===== src/rtl/minimac_rx_slots.sv =====
// rtl/minimac_rx_slots.sv - MII receive path with N software-armed slots, drop counter and abort handling
module minimac_rx_slots #(
    parameter logic [3:0] csr_addr = 4'h0,
    parameter int NSLOTS  = 4,
    parameter int SLOT_AW = 9,
    localparam int SW = $clog2(NSLOTS),
    localparam int CW = SLOT_AW + 3
) (
    input  logic                  sys_clk,
    input  logic                  sys_rst_n,
    input  logic                  rx_ce,
    input  logic                  phy_dv,
    input  logic                  phy_rx_er,
    input  logic [3:0]            phy_rx_data,
    input  logic [13:0]           csr_a,
    input  logic                  csr_we,
    input  logic [31:0]           csr_di,
    output logic [31:0]           csr_do,
    output logic                  buf_we,
    output logic [SW+SLOT_AW-1:0] buf_adr,
    output logic [31:0]           buf_dat,
    output logic                  irq_rx
);

    typedef enum logic [1:0] {RX_IDLE, RX_PRE, RX_DATA, RX_DROP} rx_state_t;

    localparam logic [1:0] ST_EMPTY   = 2'd0;
    localparam logic [1:0] ST_LOADED  = 2'd1;
    localparam logic [1:0] ST_PENDING = 2'd2;
    localparam logic [CW-1:0] CAP     = CW'(4) << SLOT_AW;

    rx_state_t             rx_q;
    logic [SW-1:0]         slot_q;
    logic [CW-1:0]         bcnt_q;
    logic [3:0]            nib_q;
    logic                  half_q;
    logic [31:0]           word_q;
    logic [15:0]           drop_q;
    logic [1:0]            state_q [NSLOTS];
    logic [CW-1:0]         count_q [NSLOTS];
    logic [31:0]           csr_do_q;
    logic                  buf_we_q;
    logic [SW+SLOT_AW-1:0] buf_adr_q;
    logic [31:0]           buf_dat_q;
    logic                  irq_q;

    logic        sel, csr_wr, drop_clr;
    logic [9:0]  word;
    logic        found;
    logic [SW-1:0] pick;
    logic        data_ev, sw_kill, rx_err, rx_byte, overflow, abort, finish, sfd, drop_inc;
    logic [7:0]  byte_val;
    logic [1:0]  lane;
    logic        any_pend;
    logic [31:0] rd_data;
    logic        unused_csr_di;

    assign sel      = (csr_a[13:10] == csr_addr);
    assign word     = csr_a[9:0];
    assign csr_wr   = sel && csr_we;
    assign drop_clr = csr_wr && (word == 10'(2 * NSLOTS));
    assign unused_csr_di = ^csr_di[31:2];

    always_comb begin
        found = 1'b0;
        pick  = '0;
        for (int i = NSLOTS - 1; i >= 0; i--) begin
            if (state_q[i] == ST_LOADED) begin
                found = 1'b1;
                pick  = SW'(i);
            end
        end
    end

    // A software write of EMPTY to the slot being filled cancels the frame at once, rx_ce or not.
    assign sw_kill  = (rx_q == RX_DATA) && csr_wr && (word == 10'({slot_q, 1'b0})) && (csr_di[1:0] == ST_EMPTY);
    assign data_ev  = (rx_q == RX_DATA) && rx_ce;
    assign rx_err   = data_ev && phy_dv && phy_rx_er;
    assign rx_byte  = data_ev && phy_dv && !phy_rx_er && half_q;
    assign overflow = rx_byte && (bcnt_q == CAP);
    assign abort    = sw_kill || rx_err || overflow;
    assign finish   = data_ev && !phy_dv && !sw_kill;
    assign sfd      = rx_ce && (rx_q == RX_PRE) && phy_dv && (phy_rx_data == 4'hD);
    assign drop_inc = abort || (sfd && !found);
    assign byte_val = {phy_rx_data, nib_q};
    assign lane     = bcnt_q[1:0];

    always_comb begin
        any_pend = 1'b0;
        rd_data  = 32'd0;
        for (int i = 0; i < NSLOTS; i++) begin
            if (state_q[i] == ST_PENDING) any_pend = 1'b1;
            if (sel && word == 10'(2 * i))     rd_data = {30'd0, state_q[i]};
            if (sel && word == 10'(2 * i + 1)) rd_data = 32'(count_q[i]);
        end
        if (sel && word == 10'(2 * NSLOTS)) rd_data = {16'd0, drop_q};
    end

    always_ff @(posedge sys_clk or negedge sys_rst_n) begin
        if (!sys_rst_n) begin
            rx_q      <= RX_IDLE;
            slot_q    <= '0;
            bcnt_q    <= '0;
            nib_q     <= '0;
            half_q    <= 1'b0;
            word_q    <= '0;
            drop_q    <= '0;
            csr_do_q  <= '0;
            buf_we_q  <= 1'b0;
            buf_adr_q <= '0;
            buf_dat_q <= '0;
            irq_q     <= 1'b0;
            for (int i = 0; i < NSLOTS; i++) begin
                state_q[i] <= ST_EMPTY;
                count_q[i] <= '0;
            end
        end else begin
            buf_we_q <= 1'b0;
            irq_q    <= any_pend;
            csr_do_q <= rd_data;

            if (drop_clr)
                drop_q <= '0;
            else if (drop_inc && drop_q != 16'hFFFF)
                drop_q <= drop_q + 16'd1;

            for (int i = 0; i < NSLOTS; i++) begin
                if (csr_wr && word == 10'(2 * i) && csr_di[1:0] != 2'd3)
                    state_q[i] <= csr_di[1:0];
                else if (finish && slot_q == SW'(i) && state_q[i] == ST_LOADED)
                    state_q[i] <= ST_PENDING;
                if (finish && slot_q == SW'(i))
                    count_q[i] <= bcnt_q;
            end

            case (rx_q)
                RX_IDLE: begin
                    if (rx_ce && phy_dv && phy_rx_data == 4'h5) rx_q <= RX_PRE;
                end
                RX_PRE: begin
                    if (rx_ce) begin
                        if (!phy_dv || (phy_rx_data != 4'h5 && phy_rx_data != 4'hD)) begin
                            rx_q <= RX_IDLE;
                        end else if (phy_rx_data == 4'hD) begin
                            if (found) begin
                                rx_q   <= RX_DATA;
                                slot_q <= pick;
                                bcnt_q <= '0;
                                half_q <= 1'b0;
                            end else begin
                                rx_q <= RX_DROP;
                            end
                        end
                    end
                end
                RX_DATA: begin
                    if (abort) begin
                        rx_q <= RX_DROP;
                    end else if (finish) begin
                        rx_q <= RX_IDLE;
                        if (lane != 2'd0) begin
                            buf_we_q  <= 1'b1;
                            buf_adr_q <= {slot_q, bcnt_q[SLOT_AW+1:2]};
                            buf_dat_q <= word_q;
                        end
                    end else if (rx_byte) begin
                        half_q <= 1'b0;
                        bcnt_q <= bcnt_q + CW'(1);
                        case (lane)
                            2'd0: word_q <= {24'd0, byte_val};
                            2'd1: word_q[15:8]  <= byte_val;
                            2'd2: word_q[23:16] <= byte_val;
                            default: begin
                                word_q[31:24] <= byte_val;
                                buf_we_q      <= 1'b1;
                                buf_adr_q     <= {slot_q, bcnt_q[SLOT_AW+1:2]};
                                buf_dat_q     <= {byte_val, word_q[23:0]};
                            end
                        endcase
                    end else if (data_ev && phy_dv) begin
                        nib_q  <= phy_rx_data;
                        half_q <= 1'b1;
                    end
                end
                RX_DROP: begin
                    if (rx_ce && !phy_dv) rx_q <= RX_IDLE;
                end
                default: rx_q <= RX_IDLE;
            endcase
        end
    end

    assign csr_do  = csr_do_q;
    assign buf_we  = buf_we_q;
    assign buf_adr = buf_adr_q;
    assign buf_dat = buf_dat_q;
    assign irq_rx  = irq_q;

endmodule


===== config.mk =====
export PLATFORM = sky130hd
export DESIGN_NAME = minimac_rx_slots
export DESIGN_NICKNAME = d
export VERILOG_FILES = /design/src/rtl/minimac_rx_slots.sv
export SDC_FILE = /design/constraint.sdc
export NUM_CORES = 1
export LEC_CHECK = 0
export ABC_CLOCK_PERIOD_IN_PS = 3200
export CAP_MARGIN = 20
export CORE_UTILIZATION = 55
export CTS_CLUSTER_SIZE = 16
export DETAILED_ROUTE_END_ITERATION = 6
export PLACE_DENSITY = 0.82
export SYNTH_ARGS = -nofsm -noshare
export SYNTH_HDL_FRONTEND = slang
export SYNTH_SLANG_ARGS = --single-unit

===== constraint.sdc =====
create_clock -name sys_clk -period 3.2 [get_ports sys_clk]
set_input_delay 0.64 -clock sys_clk [delete_from_list [all_inputs] [get_ports sys_clk]]
set_output_delay 0.64 -clock sys_clk [all_outputs]
set_load 0.005 [all_outputs]

==> run_results.csv, run 1 <==
group,metric,value,unit
outcome,status,"complete, no violations",
critical_path,crit_slowest_cell,"or4_1",
cts,cts-root-buf,"clkbuf_16",
power,p_per_area,544.5,nW/um2
cts,htree_levels,4,
floorplan,fp.coreArea,16060,um2
logic_synthesis,synth-seq-cells,186,
critical_path,path_class,"in2reg",
critical_path,endpoint,"bcnt_q[11]",
power,p_leak,4.988,nW
final_layout,stdcell_count,1118,
critical_path,cp_cell_sequence,"clkdlybuf4s50_1, or4_1, or3_1, buf_4, o22ai_4, buf_4, buf_4, o31ai_1, a21oi_1",
timing,rsz0062_at_grt,"no",
route,wl_met1,9325,um
critical_path,critPathArrivalTime,3230,ps
placed_design,hpwl,13290,um
critical_path,r2r-end,"drop_q[12]",
route,wl_met2,10050,um
timing,worstMarginPinSlew,792.1,ps
logic_synthesis,syn_avg_cell_area,11.60,um2
final_layout,layout_common_cells,"dfrtp_1 (186), clkdlybuf4s50_1 (85), mux2_2 (68)",
cts,cts_resized,0,
floorplan,die_w,131.1,um
critical_path,reg2reg_slack,550,ps
cts,clock_sinks,186,
min_path,hp-class,"in2async",
logic_synthesis,synth_ff_type,"dfrtp_1",
logic_synthesis,asyncSetResetFlopFracSynth,1.000,
cts,post_cts_buffers,0,
flow_run,cap_violations,0,
route,wl,20660,um
critical_path,max_stage_delay,550,ps
route,met3_length,1001,um
final_layout,layout_commonest_cell,"dfrtp_1",
timing,maxSlewViolCount,0,
route,drc,0,
cts,cts_hold_buf,0,
grt,gr-total-overflow,0,
critical_path,critPathMostFrequentCell,"buf_4",
timing,max_freq,347.3,MHz
critical_path,cp.required,3550,ps
placed_design,dp_cells,1086,
timing,min_period,2879,ps
timing,relSlewSlack,0.4679,
route,via_per_inst,5.830,
placed_design,routabilityCongestion,0.8430,
timing,period_share,0.8998,
cts,insertion_delay,440,ps
floorplan,num_rows,46,
final_layout,fin_area,10980,um2
critical_path,timing.rr.start,"rx_q[1]",
route,drtPass1Iterations,5,
timing,final-setup-viol-count,0,
critical_path,critPathLaunch,"csr_a[13]",
floorplan,ioPinCount,133,
route,wl_per_cell,18.48,um
final_layout,diodes,0,
critical_path,cp-start-kind,"input port",
logic_synthesis,syn-cell-area,9164,um2
grt,grt_pass1_wl,33440,um
critical_path,endpoint_kind,"flip-flop",
placed_design,place_area,10380,um2
final_layout,syn2layout_area_growth,19.82,%
logic_synthesis,synth.distinct_cells,61,
logic_synthesis,ys_seq_area_frac,0.5079,
route,dr.first_iter.drc_count,472,
critical_path,critPathMaxFanout,21,
route,postRouteAntennaNets,0,
final_layout,drive_above_1_share,0.2384,
grt,grt_pass1_vias,6438,
logic_synthesis,synthCells,790,
cts,cts_tree,"built",
cts,cts_buffers,17,
route,vias,6518,
final_layout,finalNetCount,950,
placed_design,portBuffers,86,
cts,clk_pin_slew,70,ps
grt,grt_use_total,0.2575,
timing,skew,9.951,ps
logic_synthesis,synth_edf_count,0,
floorplan,die_h,131.1,um
grt,antenna_found_initial,0,
final_layout,nFillCells,1097,
cts,clockBufferDepth,2,
route,highest_layer,"met4",
power,vdd_drop_max,0.4573,mV
floorplan,start_util,0.5707,
critical_path,ff2ff_path_depth,6,
floorplan,dieArea,17180,um2
grt,grt_max_degree,79,
timing,hold_viol,0,
logic_synthesis,ys_warn_count,0,
-- power by group --
| group | internal, mW | switching [mW] | total, mW | leakage (nW) |
|---|---|---|---|---|
| Clock | 1.16 | 0.989 | 2.14 | 0.292 |
| Sequential | 2.62 | 0.256 | 2.88 | 2.52 |
| Combinational | 0.481 | 0.474 | 0.954 | 2.18 |
| Total | 4.26 | 1.72 | 5.98 | 4.99 |
-- cell usage after synthesis (all sizes together) (10+ instances only) --
| cell type | count | area share |
|---|---|---|
| nand3 | 20 | 0.011 |
| nand4 | 22 | 0.015 |
| or4 | 12 | 0.0098 |
| inv | 35 | 0.014 |
| o31ai | 10 | 0.0082 |
| dfrtp | 186 | 0.51 |
| a22oi | 21 | 0.017 |
| o21ai | 37 | 0.020 |
| nor2b | 10 | 0.0068 |
| a31oi | 12 | 0.0082 |
| mux2i | 23 | 0.025 |
| a21oi | 24 | 0.015 |
| mux2 | 115 | 0.16 |
| nand2 | 49 | 0.020 |
| buf | 44 | 0.035 |
| nor2 | 34 | 0.014 |
| clkbuf | 25 | 0.010 |
| nand2b | 20 | 0.014 |
| a211oi | 13 | 0.013 |
-- area by class of cell --
type                       count  area, um2  area share
timing repair buffer         134       1297      0.1182
sequential                   186       4654      0.4239
clock inverter                13      150.1     0.01367
tap                          216      270.3     0.02461
inverter                      35      131.4     0.01196
clock buffer                  19      452.9     0.04125
multi-input combinational    515       4024      0.3665
-- worst max-delay path, delay by kind of cell --
kind,cells,cell delay [ps]
AO/OA/AOI/OAI,3,500
buffers and inverters,4,1010
AND/OR/NAND/NOR,2,1060
-- through the flow --
stage / power [mW] / util / hold WS [ps] / TNS, ps / setup WS, ps
4_1_cts: 6.001 / 0.6838 / 271.2 / 0 / 341.3
3_5_place_dp: 3.839 / 0.6463 / 478.6 / -523.8 / -85.25
5_1_grt: 6.227 / 0.6838 / 303.0 / 0 / 244.1
6_report: 5.979 / 0.6838 / 254.7 / 0 / 320.5
2_1_floorplan: 3.404 / - / 344.4 / 0 / 368.7
3_3_place_gp: 3.795 / 0.6463 / 465.4 / -245.2 / -66.57
-- per-layer routing --
metal | vias up | GRT usage
met1 | 3287 | 0.3433
met2 | 199 | 0.4276
li1 | 3006 | -
met5 | - | 0
met4 | 0 | 0.07708
met3 | 26 | 0.05032
-- sequential cells by signal (all words and copies together) (netlist names) --
register and count:
count_q 48, buf_dat 32, word_q 32, csr_do 16, drop_q 16, bcnt_q 12
buf_adr 11, state_q 8, nib_q 4, rx_q 2, slot_q 2, buf_we 1
half_q 1, irq_rx 1
-- worst min-delay path by stage --
stage | start | endpoint | slack, ps | depth (start not counted)
2_1_floorplan | sys_rst_n | bcnt_q[0] | 340 | 0
3_3_place_gp | count_q[12] | count_q[12] | 470 | 2
3_5_place_dp | count_q[1] | count_q[1] | 480 | 2
4_1_cts | sys_rst_n | drop_q[15] | 270 | 1
5_1_grt | sys_rst_n | csr_do[2] | 300 | 1
6_report | sys_rst_n | csr_do[2] | 250 | 1
-- cells by family (layout without fill, tap and decap cells) --
group                      count (synthesis)  count (layout)  synth area share
xor gates and xnor gates                   3               3          0.002868
AOI/OAI and AO/OA                        142             142            0.1102
buffers and inverters                    104             201           0.05912
and+or+nand+nor                          211             211            0.1270
other                                      1              16         0.0004092
DFF                                      186             186            0.5079
muxes                                    138             138            0.1857
adders and majority gates                  5               5          0.006827
(Power assumes the default switching activity.)
==> inputs of run 2 (changes only) <==
--- a/config.mk
+++ b/config.mk
@@ -14,3 +14,4 @@
 export SYNTH_ARGS = -nofsm -noshare
 export SYNTH_HDL_FRONTEND = slang
 export SYNTH_SLANG_ARGS = --single-unit
+export TNS_END_PERCENT = 20
==> results of run 2 <==
The final DEF is identical to that of run 1; final timing and power are the same.
==> inputs of run 3 (changes only) <==
--- a/config.mk
+++ b/config.mk
@@ -7,7 +7,9 @@
 export LEC_CHECK = 0
 export ABC_CLOCK_PERIOD_IN_PS = 3200
 export CAP_MARGIN = 20
-export CORE_UTILIZATION = 55
+export CELL_PAD_IN_SITES_DETAIL_PLACEMENT = 1
+export CELL_PAD_IN_SITES_GLOBAL_PLACEMENT = 1
+export CORE_UTILIZATION = 44
 export CTS_CLUSTER_SIZE = 16
 export DETAILED_ROUTE_END_ITERATION = 6
 export PLACE_DENSITY = 0.82
==> run 3 against run 2 <==
- maximum frequency decreased by 2.9%
- combinational power increased by 6%
- critical path depth unchanged
- worst setup slack got worse by 85 ps
- register-to-register slack about the same
- cell area increased by 1.2%
- worst hold slack got worse by 22 ps
- via count increased by 1.7%
- sequential power about the same
- final cell count increased by 5.0%
==> run_results.csv, run 3 (synthesis results as in run 1) <==
group,metric,value,unit
route,wl_per_cell,20.73,um
timing,relSlewSlack,0.4525,
route,wl,24340,um
critical_path,cp_cell_sequence,"clkdlybuf4s50_1, or4_1, or3_1, buf_4, o22ai_4, buf_4, buf_4, o31ai_1, a21oi_1",
route,drc,0,
floorplan,dieArea,21410,um2
final_layout,diodes,0,
cts,insertion_delay,440,ps
critical_path,path_class,"in2reg",
timing,skew,13.13,ps
cts,clock_sinks,186,
route,dr.first_iter.drc_count,316,
power,p_leak,5.024,nW
final_layout,finalNetCount,952,
cts,htree_levels,4,
timing,maxSlewViolCount,0,
cts,clk_pin_slew,70,ps
timing,rsz0062_at_grt,"no",
timing,period_share,0.9264,
final_layout,syn2layout_area_growth,21.29,%
cts,cts_resized,0,
cts,post_cts_buffers,0,
placed_design,routabilityCongestion,0.8140,
timing,max_freq,337.3,MHz
critical_path,critPathArrivalTime,3310,ps
timing,finalSetupTns,0,ps
cts,cts_buffers,17,
cts,cts_hold_buf,0,
grt,gr-total-overflow,0,
cts,cts-root-buf,"clkbuf_16",
critical_path,critPathTopFamily,"simple AND/OR/NAND/NOR gates",
floorplan,die_w,146.3,um
floorplan,start_util,0.4514,
grt,grt_pass1_wl,40150,um
placed_design,hpwl,16020,um
critical_path,endpoint_kind,"flip-flop",
timing,hold_viol,0,
flow_run,cap_violations,0,
cts,clockBufferDepth,2,
timing,min_period,2964,ps
final_layout,largest_reg_flops,48,
floorplan,die_h,146.3,um
critical_path,cp.required,3540,ps
grt,grt_use_total,0.2396,
critical_path,crit_slowest_cell,"or4_1",
grt,antenna_found_initial,0,
route,vias,6631,
timing,final-setup-viol-count,0,
final_layout,regMostFlops,"count_q",
critical_path,crit_buf_inv,4,
route,via_per_inst,5.648,
placed_design,portBuffers,86,
final_layout,layout_common_cells,"dfrtp_1 (186), clkdlybuf4s50_1 (85), mux2_2 (68)",
critical_path,cp-start-kind,"input port",
grt,grt_pass1_vias,7222,
critical_path,max_stage_delay,550,ps
critical_path,critPathMostFrequentCell,"buf_4",
power,vdd_drop_max,0.3426,mV
grt,grt_max_degree,86,
floorplan,fp.coreArea,20300,um2
min_path,hp-class,"in2async",
placed_design,dp_cells,1142,
route,postRouteAntennaNets,0,
route,drtPass1Iterations,4,
final_layout,stdcell_count,1174,
power,p_per_area,555.4,nW/um2
floorplan,ioPinCount,133,
timing,worstMarginPinSlew,815.0,ps
final_layout,drive_above_1_share,0.2389,
outcome,status,"complete, no violations",
critical_path,critPathMaxFanout,21,
cts,cts_tree,"built",
floorplan,num_rows,52,
final_layout,layout_commonest_cell,"dfrtp_1",
[run 3: cell types whose count changed in the layout (fill, tap and decap cells not counted), moves of 2 or more]
cell and delta:
clkinv_4 +3, inv_8 -3, bufinv_16 +2, clkinvlp_4 -2, buf_12 +2
[run 3: final cells by class]
type,instances,area (um2)
fill,2123,9185
sequential,186,4654
multi-input combinational,515,4024
timing repair buffer,136,1340
clock buffer,19,442.9
tap,270,337.8
clock inverter,13,183.9
inverter,35,131.4
[run 3: worst reg2reg max path: cells and delay by family (launching register included)]
family / cells / cell delay, ps
AO/OA/AOI/OAI: 2 / 610
flip-flops: 1 / 540
AND/OR/NAND/NOR: 3 / 1410
[run 3: metrics by stage]
stage	instance area, um2	power (mW)	hold WS (ps)	util	setup slack, ps
final	11110	6.173	232.2	0.5475	235.5
after global routing	11110	6.434	305.0	0.5475	126.4
after CTS	11110	6.227	272.8	0.5475	234.9
after detailed placement	10490	3.915	475.9	0.5166	-201.6
after global placement	10490	3.840	461.8	0.5166	-149.8
after floorplan	9220	3.404	344.4	-	368.7
[run 3: layer usage]
| metal | global-route usage | wire, um | vias up |
|---|---|---|---|
| met1 | 0.3199 | 10960 | 3475 |
| li1 | - | - | 3010 |
| met5 | 0 | 0 | - |
| met3 | 0.03875 | 908 | 16 |
| met2 | 0.4055 | 12280 | 130 |
| met4 | 0.06198 | 193 | 0 |
[run 3: power breakdown]
group	switching, mW	internal, mW
clock	0.996	1.28
combinational	0.517	0.497
sequential	0.262	2.62
[run 3: final timing paths]
| kind | from | slack, ps | cells after the start | endpoint |
|---|---|---|---|---|
| worst max-delay path | csr_a[13] | 240 | 9 | bcnt_q[8] |
| worst min-delay path | sys_rst_n | 230 | 1 | state_q[2] |
| worst max register to register | rx_q[1] | 560 | 5 | bcnt_q[8] |
| worst min register to register | count_q[1] | 490 | 2 | count_q[1] |
| max in group asynchronous | sys_rst_n | 2210 | 2 | buf_adr[6] |
| min in group sys_clk | count_q[1] | 490 | 2 | count_q[1] |
